`src/rtl/gray_stim_seq_if.sv`:
```
// gray_stim_seq_if: stimulus bundle between the Gray sequencer and its user.
// master: the sequencer (takes start, drives a/b/c, idx, step, busy, done).
// slave: the user (drives start, observes everything else).
interface gray_stim_seq_if;
   logic       start;
   logic       a;
   logic       b;
   logic       c;
   logic [2:0] idx;
   logic       step;
   logic       busy;
   logic       done;
   modport master (input start, output a, b, c, idx, step, busy, done);
   modport slave (output start, input a, b, c, idx, step, busy, done);
endinterface

```
`src/rtl/gray_stim_seq.sv`:
```
// gray_stim_seq: walks {a,b,c} through the 3-bit Gray order, DWELL cycles per vector, LOOPS passes, then settles on 000.
// Ports: clk, rst (sync, active-high), bus (master modport: start in; a,b,c,idx,step,busy,done out, all registered).
module gray_stim_seq #(
   parameter int DWELL = 50,
   parameter int LOOPS = 1
) (
   input logic            clk,
   input logic            rst,
   gray_stim_seq_if.master bus
);
   typedef enum logic [1:0] {IDLE, RUN, SETTLE} state_t;
   state_t      state_q, state_d;
   logic [15:0] cnt_q, cnt_d;
   logic [7:0]  loop_q, loop_d;
   logic [2:0]  idx_q, idx_d;
   logic [2:0]  abc_q, abc_d;
   logic        step_q, step_d;
   logic        busy_q, busy_d;
   logic        done_q, done_d;
   logic        tc;
   assign tc = cnt_q == 16'(DWELL - 1);
   always_comb begin
      state_d = state_q;
      cnt_d   = tc ? 16'd0 : cnt_q + 16'd1;
      loop_d  = loop_q;
      idx_d   = idx_q;
      step_d  = 1'b0;
      busy_d  = busy_q;
      done_d  = 1'b0;
      case (state_q)
         IDLE: begin
            cnt_d  = 16'd0;
            loop_d = 8'd0;
            idx_d  = 3'd0;
            if (bus.start) begin
               state_d = RUN;
               step_d  = 1'b1;
               busy_d  = 1'b1;
            end
         end
         RUN: if (tc) begin
            step_d = 1'b1;
            idx_d  = idx_q + 3'd1;
            // After vector 7 the index wraps to 0 either for another pass or for the settle vector.
            if (idx_q == 3'd7) begin
               if (loop_q == 8'(LOOPS - 1)) state_d = SETTLE;
               else loop_d = loop_q + 8'd1;
            end
         end
         SETTLE: if (tc) begin
            state_d = IDLE;
            busy_d  = 1'b0;
            done_d  = 1'b1;
         end
         default: state_d = IDLE;
      endcase
      abc_d = idx_d ^ (idx_d >> 1);
   end
   always_ff @(posedge clk) begin
      if (rst) begin
         state_q <= IDLE;
         cnt_q   <= '0;
         loop_q  <= '0;
         idx_q   <= '0;
         abc_q   <= '0;
         step_q  <= 1'b0;
         busy_q  <= 1'b0;
         done_q  <= 1'b0;
      end else begin
         state_q <= state_d;
         cnt_q   <= cnt_d;
         loop_q  <= loop_d;
         idx_q   <= idx_d;
         abc_q   <= abc_d;
         step_q  <= step_d;
         busy_q  <= busy_d;
         done_q  <= done_d;
      end
   end
   assign bus.a    = abc_q[2];
   assign bus.b    = abc_q[1];
   assign bus.c    = abc_q[0];
   assign bus.idx  = idx_q;
   assign bus.step = step_q;
   assign bus.busy = busy_q;
   assign bus.done = done_q;
endmodule

```
`src/flat_wrapper.sv`:
```
// flat-port wrapper written by rule: the top's interface ports become plain ports
module gray_stim_seq_flat 
#(
   parameter int DWELL = 50,
   parameter int LOOPS = 1
)
  (clk, rst, bus_start, bus_a, bus_b, bus_c, bus_idx, bus_step, bus_busy, bus_done);
  gray_stim_seq_if bus_i ();
  input logic clk;
  input logic rst;
  input wire logic [$bits(bus_i.start)-1:0] bus_start;
  output wire logic [$bits(bus_i.a)-1:0] bus_a;
  output wire logic [$bits(bus_i.b)-1:0] bus_b;
  output wire logic [$bits(bus_i.c)-1:0] bus_c;
  output wire logic [$bits(bus_i.idx)-1:0] bus_idx;
  output wire logic [$bits(bus_i.step)-1:0] bus_step;
  output wire logic [$bits(bus_i.busy)-1:0] bus_busy;
  output wire logic [$bits(bus_i.done)-1:0] bus_done;
  assign bus_i.start = bus_start;
  assign bus_a = bus_i.a;
  assign bus_b = bus_i.b;
  assign bus_c = bus_i.c;
  assign bus_idx = bus_i.idx;
  assign bus_step = bus_i.step;
  assign bus_busy = bus_i.busy;
  assign bus_done = bus_i.done;
  gray_stim_seq #(.DWELL(DWELL), .LOOPS(LOOPS)) u_core (.clk(clk), .rst(rst), .bus(bus_i));
endmodule
```
`config.mk`:
```
export PLATFORM = sky130hd
export DESIGN_NAME = gray_stim_seq_flat
export DESIGN_NICKNAME = d
export VERILOG_FILES = /design/src/rtl/gray_stim_seq_if.sv /design/src/rtl/gray_stim_seq.sv /design/src/flat_wrapper.sv
export SDC_FILE = /design/constraint.sdc
export NUM_CORES = 1
export LEC_CHECK = 0
export CORE_AREA = 2 2 79 81
export CTS_CLUSTER_SIZE = 12
export DETAILED_ROUTE_END_ITERATION = 12
export DIE_AREA = 0 0 81 83
export GPL_TIMING_DRIVEN = 0
export SLEW_MARGIN = 15
export SYNTH_ARGS = -nofsm -noshare
export SYNTH_HDL_FRONTEND = slang
export SYNTH_SLANG_ARGS = --single-unit
```
`constraint.sdc`:
```
create_clock -name clk -period 4.3 [get_ports clk]
set_input_delay 0.645 -clock clk [delete_from_list [all_inputs] [get_ports clk]]
set_output_delay 0.645 -clock clk [all_outputs]
set_load 0.02 [all_outputs]
```
==> After elaboration in Yosys (flattened, before gate mapping) <==
Cells that the tools add are included.
{ "totals": {"latch_bits": 0, "romBits": 0, "n_memories": 0, "register_bits": 35, "in_bits": 3, "mem_bits_rw": 0, "out_inout_bits": 9} }
{ "op_classes": {"n_mux": 18, "bitwise": 2, "reduce_logical": 9, "addsub": 3, "n_mul": 0, "eq_ne": 10, "n_shift": 0, "order_cmp": 0, "n_div": 0} }
{ "op_table": {"columns": ["operator", "count"], "rows": [
  ["8-bit two-way mux", 3],
  ["16-bit by 1-bit adder with 16-bit output, second input constant", 1],
  ["16-bit by 6-bit equality test with 1-bit output, second input constant", 1],
  ["8-bit case mux with 2 select lines", 1],
  ["2-bit two-way mux", 5],
  ["8-bit by 1-bit adder with 8-bit output, second input constant", 1],
  ["8-bit logical NOT", 1],
  ["2-bit by 1-bit != test with 1-bit output, second input constant", 4],
  ["2-bit case mux with 3 select lines", 1],
  ["3-bit case mux with 2 select lines", 1],
  ["5-bit AND reduction", 1],
  ["1-bit two-way mux", 4],
  ["2-bit != test, second input constant", 2],
  ["1-bit case mux with 2 select lines", 2],
  ["4-bit AND reduction", 1],
  ["2-bit nonzero test", 2],
  ["3-bit by 1-bit adder with 3-bit output, second input constant", 1],
  ["3-bit equality test, second input constant", 1],
  ["3-bit two-way mux", 1],
  ["3-bit AND reduction", 1],
  ["3-bit OR reduction", 1],
  ["3-bit by 2-bit XOR with 3-bit output", 1],
  ["2-bit by 1-bit equality test with 1-bit output, second input constant", 1],
  ["2-bit equality test, second input constant", 1],
  ["other kinds (3)", 3]
]} }

==> Longest topological paths before layout <==
Gate-level depths: netlist (run 1).
{ "logic_depth": {"depth_word": 5, "mapped_depth": 9, "ltp_nobuf": 8} }

==> Worst setup path before layout (run 1) <==
Ideal clock, no wire load.
{ "synth_timing": {"path_kind": "register to register", "startpoint": "register u_core.idx_q[0], in the netlist u_core.bus.idx[0]", "endpoint": "register u_core.loop_q[4]", "t_arrival_ns": 1.718, "slack_ns": 2.511, "path_buffers": 0, "stages_incl_launch_ff": 7, "setup_time_ns": 0.072, "cell_sequence": "dfxtp_1 ha_1 ha_1 nand2b_1 o32a_4 or3_1 a21oi_1"} }
{ "synth_between": {"elab_chain_cells": 3} }
{ "synth_lines": {"columns": ["element", "line_no", "text"], "rows": [
  ["start: declaration", "gray_stim_seq.sv:15", "logic [2:0] idx_q, idx_d;"],
  ["start signal: assignment", "gray_stim_seq.sv:73", "idx_q <= idx_d;"],
  ["3-bit equality test", "gray_stim_seq.sv:45", "if (idx_q == 3'd7) begin"],
  ["2-bit by 1-bit != test with 1-bit output (no source line)", null, null],
  ["4-bit AND reduction (no source line)", null, null],
  ["end signal: assignment", "gray_stim_seq.sv:72", "loop_q <= loop_d;"],
  ["end: declaration", "gray_stim_seq.sv:14", "logic [7:0] loop_q, loop_d;"]
]} }
Every way passes these cells.
A chain may end at the register's enable or synchronous reset.

==> Final worst setup path (run 1) <==
{ "layout_timing": {"startpoint": "input port rst", "endpoint": "register u_core.cnt_q[14]"} }
{ "layout_between": {"elab_chain_cells": 1} }
{ "layout_lines": {"columns": ["element", "line_no", "text"], "rows": [
  ["start: declaration", "flat_wrapper.sv:10", "input logic rst;"],
  ["3-bit OR reduction (no source line)", null, null],
  ["end signal: assignment", "gray_stim_seq.sv:71", "cnt_q <= cnt_d;"],
  ["end: declaration", "gray_stim_seq.sv:13", "logic [15:0] cnt_q, cnt_d;"]
]} }
Every way passes these cells.

==> summary.txt, run 1 <==
Run status
  • Status: completed

Pwr
  • Switching power total: 124 uW
  • Pwr dens: 296 nW/um2
  • Cell Int Power: 451 uW
  • Sw Share: 0.215
  • Flop pwr share: 0.555
  • Clk pwr share: 0.401
  • Worst vdd ir: 0.202 mV
  • Combinational power share: 0.044
  • Lkg Pwr: 0.000632 uW

Die
  • Core area: 5820 um2
  • Placement Rows: 28
  • Die X: 81 um
  • Top Ports: 12
  • Vertical die dimension: 83 um
  • Die area: 6720 um2
  • Initial Util: 0.285

Drt
  • Vias/cell: 4.50
  • # DRC: 0
  • Final WL: 2850 um
  • Iter 0 DRT Violations: 19
  • DRT antenna net count: 0
  • Vias: 1234
  • DR pass1 iterations: 4
  • WL per Instance: 10.4 um

STA
  • Minimum clock period: 2.25 ns
  • Slew HR: 0.569
  • WHS: 0.468 ns
  • Fmax achieved: 444 MHz
  • Setup-failing EPs final: 0
  • Skew final: 0.00534 ns
  • Fin. max-slew vios: 0
  • Worst Slack Setup Final: 2.05 ns
  • Setup TNS: 0 ns
  • Fin. Hold Viols: 0
  • Post-route clock period utilization: 0.524
  • Unrepaired setup endpoints after global routing: no
  • Worst-Margin Slew: 0.640 ns

Setup path
  • Crit Path Class: primary input to flop
  • Most used cell, CP: clkbuf_1
  • CP max stage cell: clkdlybuf4s50_1
  • Critical Path Max Stage Delay: 0.52 ns
  • CP startpoint kind: primary input
  • Crit. End Element: flop
  • Worst path cell trace: clkdlybuf4s50_1 > o21bai_1 > nand2b_1 > clkbuf_1 > clkbuf_1 > nor2_1
  • Worst EP arrival: 2.41 ns
  • Crit path max fanout: 10
  • Required time of the critical path: 4.45 ns

Clock network
  • Root buffer cell: clkbuf_8
  • Resized Gates After CTS: 0
  • Post-CTS Setup Repair Bufs: 0
  • Cts hold-fix bufs: 0
  • Longest Clk Path Bufs: 2
  • Clock transition at the registers of the reported paths: 0.06 ns
  • Worst-Skew Late Latency: 0.28 ns
  • CTS H-tree depth: 2
  • TritonCTS buffer count: 5
  • Sink Count: 34
  • CTS tree: done

Synthesis
  • Synthesis Warnings: 0
  • Sequential share of the synthesized area: 0.411
  • Post-Syn Area: 1660 um2
  • Top cells by area, synth: dfxtp_1, nor2_1, xnor2_1
  • Yosys top cell area share: 0.411
  • Post-synth top flop: dfxtp_1
  • Synth Register Bits: 34
  • EDFF count, synth: 0
  • Asr flop ratio synth: 0
  • Cells after Synth: 182
  • Synth cell types: 38
  • Count leader, synth: nor2_1
  • Post-synth top cells: nor2_1, dfxtp_1, xnor2_1
  • Cell taking the most area after synthesis: dfxtp_1
  • Synthesized Nets: 191
  • Post-Syn Area per Cell: 9.10 um2

Run
  • # Max-Cap Violations: 0

Global routing
  • Largest net degree at the start of global routing: 11
  • Total track usage: 0.0910
  • First-pass GRT wire length: 4730 um
  • Initial antenna violation count: 0
  • Vias in the first global route: 1105
  • Remaining Overflow, GRT: 0

Placed design
  • PortBufs: 11
  • Dpl hpwl: 1980 um
  • Gpl congestion: 0.755
  • Dpl ws: 1.73 ns

Finish
  • P&R area growth vs syn: 17.3%
  • Post-layout nets: 209
  • Diode count: 0
  • Layout cells sized above 1: 0.0955
  • Core Util, Final: 0.334

Worst hold path
  • Min-Delay Path Class: flop to flop
-- per-layer routing --
layer / global-route usage / share of wire / up-vias
met5: 0 / 0 / -
met4: 0.0508 / 0.026 / 0
met3: 0.0315 / 0.032 / 6
met2: 0.141 / 0.45 / 16
met1: 0.108 / 0.49 / 560
li1: - / - / 652
-- critical path: cells and delay by family --
family | cells | cell delay (ns)
buffers and inverters | 3 | 1.17
AO/OA/AOI/OAI | 1 | 0.32
AND/OR/NAND/NOR | 2 | 0.27
-- sequential cells by signal, summed over array words and instances, names as in the netlist --
signal,cells
u_core.cnt_q,16
u_core.loop_q,8
u_core.abc_q,3
u_core.bus.idx,2
u_core.state_q,2
u_core.bus.busy,1
u_core.bus.done,1
u_core.bus.step,1
-- power by group through the flow --
stage               Clock (uW)  Sequential, uW  Combinational (uW)
floorplan                    0             328                15.0
global placement             0             326                25.7
detailed placement           0             326                25.7
CTS                        240             319                25.8
global route               255             319                27.8
finish                     231             319                25.2
-- metrics by stage --
stage | total power (uW) | instances | cell area [um2]
global placement | 352 | 268 | 1860
finish | 575 | 274 | 1940
detailed placement | 352 | 268 | 1860
global route | 601 | 274 | 1940
CTS | 585 | 274 | 1940
floorplan | 343 | 182 | 1660
-- cells in the final DEF (no fill, tap or decap), types with 2 or more instances in the layout --
cell type,n
nor4b_4,2
nand3_1,8
dfxtp_1,34
nand2b_1,3
a22oi_1,2
a21oi_1,6
clkbuf_1,7
o21ai_0,3
xnor2_1,11
clkdlybuf4s50_1,11
nor3_2,2
nand4_1,4
xor2_1,10
nor3_1,3
nand2_1,8
o21bai_1,2
or3_1,2
ha_1,6
clkbuf_8,6
a31oi_1,2
nor2_1,36
inv_1,6
and3_1,3
nor2b_1,2
nor4_1,2
and2_1,4
-- final timing paths --
check	start	to	slack [ns]	depth (start not counted)
max	rst	u_core.cnt_q[14]$_SDFF_PP0_	2.05	6
min	u_core.cnt_q[0]$_SDFF_PP0_	u_core.cnt_q[0]$_SDFF_PP0_	0.47	1
max reg2reg	u_core.state_q[1]$_SDFFE_PP0P_	u_core.cnt_q[14]$_SDFF_PP0_	2.21	6
min reg2reg	u_core.cnt_q[0]$_SDFF_PP0_	u_core.cnt_q[0]$_SDFF_PP0_	0.47	1
-- final cells by class --
cell class                 instances  area [um2]
timing repair buffer              11         110
inverter                           6        22.5
sequential                        34         681
fill                             620        3870
tap                               75        93.8
clock buffer                       6        82.6
buffer                             9        38.8
multi-input combinational        133         913
-- logic make-up after synthesis --
group,after synthesis,synth area share
buf+inv,15,0.0370
mux,2,0.0128
fa+ha+maj,6,0.0454
compound gates,20,0.0899
xor+xnor,21,0.111
simple gates,84,0.293
flops,34,0.411
No activity file was read; power rests on OpenSTA's default activity.
==> run 2: changes to the inputs <==
==> constraint.sdc (replaced) <==
create_clock -name clk -period 2 [get_ports clk]
set_input_delay 0.3 -clock clk [delete_from_list [all_inputs] [get_ports clk]]
set_output_delay 0.3 -clock clk [all_outputs]
set_load 0.02 [all_outputs]
==> summary.txt, run 2 (same netlist as run 1, synthesis figures left out) <==
Run status
  • Status: completed

Die
  • Die X: 81 um (unchanged)
  • Placement Rows: 28 (unchanged)
  • Top Ports: 12 (unchanged)
  • Initial Util: 0.285 (unchanged)
  • Vertical die dimension: 83 um (unchanged)
  • Die area: 6720 um2 (unchanged)
  • Core area: 5820 um2 (unchanged)

Pwr
  • Pwr dens: 633 nW/um2 (+110%)
  • Total power draw: 1240 uW (+120%)
  • Lkg Pwr: 0.000636 uW (+0.66%)
  • Worst vdd ir: 0.435 mV (+110%)

Global routing
  • Initial antenna violation count: 0 (unchanged)
  • Largest net degree at the start of global routing: 11 (unchanged)
  • Remaining Overflow, GRT: 0 (unchanged)
  • Total track usage: 0.0910 (unchanged)
  • First-pass GRT wire length: 4730 um (unchanged)
  • Vias in the first global route: 1105 (unchanged)

Setup path
  • Required time of the critical path: 2.21 ns (-2.24 ns)
  • Crit. End Element: flop
  • Crit path max fanout: 6 (-4)
  • Worst EP arrival: 2.09 ns (-0.32 ns)
  • CP startpoint kind: flop
  • Crit Path Class: flop to flop

Clock network
  • Worst-Skew Late Latency: 0.28 ns (about the same)
  • Sink Count: 34 (unchanged)
  • Root buffer cell: clkbuf_8
  • Post-CTS Setup Repair Bufs: 0 (unchanged)
  • Clock transition at the registers of the reported paths: 0.06 ns (about the same)
  • TritonCTS buffer count: 5 (unchanged)
  • CTS tree: done
  • Longest Clk Path Bufs: 2 (unchanged)
  • Cts hold-fix bufs: 0 (unchanged)
  • CTS H-tree depth: 2 (unchanged)

Finish
  • Layout cells sized above 1: 0.116 (+0.0201)
  • Reg with most FFs: u_core.cnt_q
  • Area of the multi-input gates: 920 um2 (+0.68%)
  • Max reg flops: 16 (unchanged)
  • Fill cells: 619 (-0.16%)
  • Register area: 682 um2 (+0.18%)
  • P&R area growth vs syn: 18.2%
  • Largest regs: u_core.cnt_q x16, u_core.loop_q x8, u_core.abc_q x3
  • Post-layout nets: 209 (unchanged)
  • Most common cell after layout, fill and taps aside: nor2_1
  • Highest-count cells in the layout ignoring fill and taps: nor2_1, dfxtp_1, xnor2_1, clkdlybuf4s50_1, xor2_1
  • Final Cell Area: 1960 um2 (+0.77%)
  • Diode count: 0 (unchanged)
  • Core Util, Final: 0.336 (+0.00258)

Drt
  • # DRC: 0 (unchanged)
  • Iter 0 DRT Violations: 15 (-4)
  • Final WL: 2860 um (+0.18%)
  • WL per Instance: 10.4 um (+0.18%)
  • Vias: 1236 (+0.16%)
  • DR pass1 iterations: 4 (unchanged)
  • DRT antenna net count: 0 (unchanged)
  • Vias/cell: 4.51 (+0.16%)

Run
  • # Max-Cap Violations: 0 (unchanged)

STA
  • Worst Slack Setup Final: 0.119 ns (-1.93 ns)
  • Worst-Margin Slew: 0.649 ns (+0.00932 ns)
  • Slew HR: 0.563 (-0.00627)
  • Fmax achieved: 532 MHz
  • Setup-failing EPs final: 0 (unchanged)
  • Fin. Hold Viols: 0 (unchanged)
  • Post-route clock period utilization: 0.941
  • Fin. max-slew vios: 0 (unchanged)
  • Skew final: 0.00589 ns (+0.000551 ns)
  • Minimum clock period: 1.88 ns

Placed design
  • Gpl congestion: 0.755 (unchanged)
  • Dpl ws: -0.229 ns (-1.96 ns)
  • Placed Area: 1860 um2 (unchanged)
  • Dpl hpwl: 1980 um (unchanged)
  • PortBufs: 11 (unchanged)

Worst hold path
  • Min-Delay Path Class: flop to flop
==> run 2: final timing paths <==
path                              start                             to  slack, ns  cells past startpoint
max          u_core.cnt_q[1]$_SDFF_PP0_  u_core.loop_q[4]$_SDFFE_PP0P_       0.12                      7
min reg2reg  u_core.cnt_q[0]$_SDFF_PP0_     u_core.cnt_q[0]$_SDFF_PP0_       0.43                      1
min          u_core.cnt_q[0]$_SDFF_PP0_     u_core.cnt_q[0]$_SDFF_PP0_       0.43                      1
max reg2reg  u_core.cnt_q[1]$_SDFF_PP0_  u_core.loop_q[4]$_SDFFE_PP0P_       0.12                      7
==> run 2: area by class of cell <==
class,instances,area share
Timing Repair Buffer,11,0.0563
Buffer,9,0.0237
Multi-Input combinational cell,133,0.470
Inverter,6,0.0115
Tap cell,75,0.0480
Sequential cell,34,0.348
Clock buffer,6,0.0422
==> run 2: metal layers <==
layer,up-vias,wire length (um),global-route usage
met1,561,1400,0.108
met5,-,0,0
li1,653,-,-
met3,6,90,0.0315
met2,16,1300,0.141
met4,0,75,0.0508
==> run 2: through the flow <==
step | instances | hold WS [ns] | setup TNS (ns)
floorplan | 182 | 0.383 | 0
global placement | 268 | 0.446 | -2.29
detailed placement | 268 | 0.459 | -2.20
CTS | 274 | 0.473 | 0
global route | 274 | 0.452 | -0.00251
finish | 274 | 0.434 | 0
==> run 2: timing repair <==
item / CTS / global route
pin swaps: 0 / 1
resized for setup: 1 / 7
endpoints found under the setup margin: 10 / 15
==> run 2: worst max-delay path, cell delays in order (launching register included) <==
cell and delay [ns]:
dfxtp_1 0.32, inv_1 0.05, ha_1 0.14, nor4b_4 0.23, nand4_4 0.20, o32a_4 0.43, or3_1 0.31, a21oi_1 0.13
==> run 2: where the power goes <==
group | leakage (uW) | total, uW | switching (uW) | internal (uW)
sequential | 0.000275 | 686 | 3.12 | 683
combinational | 0.000317 | 55.2 | 32.6 | 22.6
clock | 0.0000431 | 497 | 231 | 265
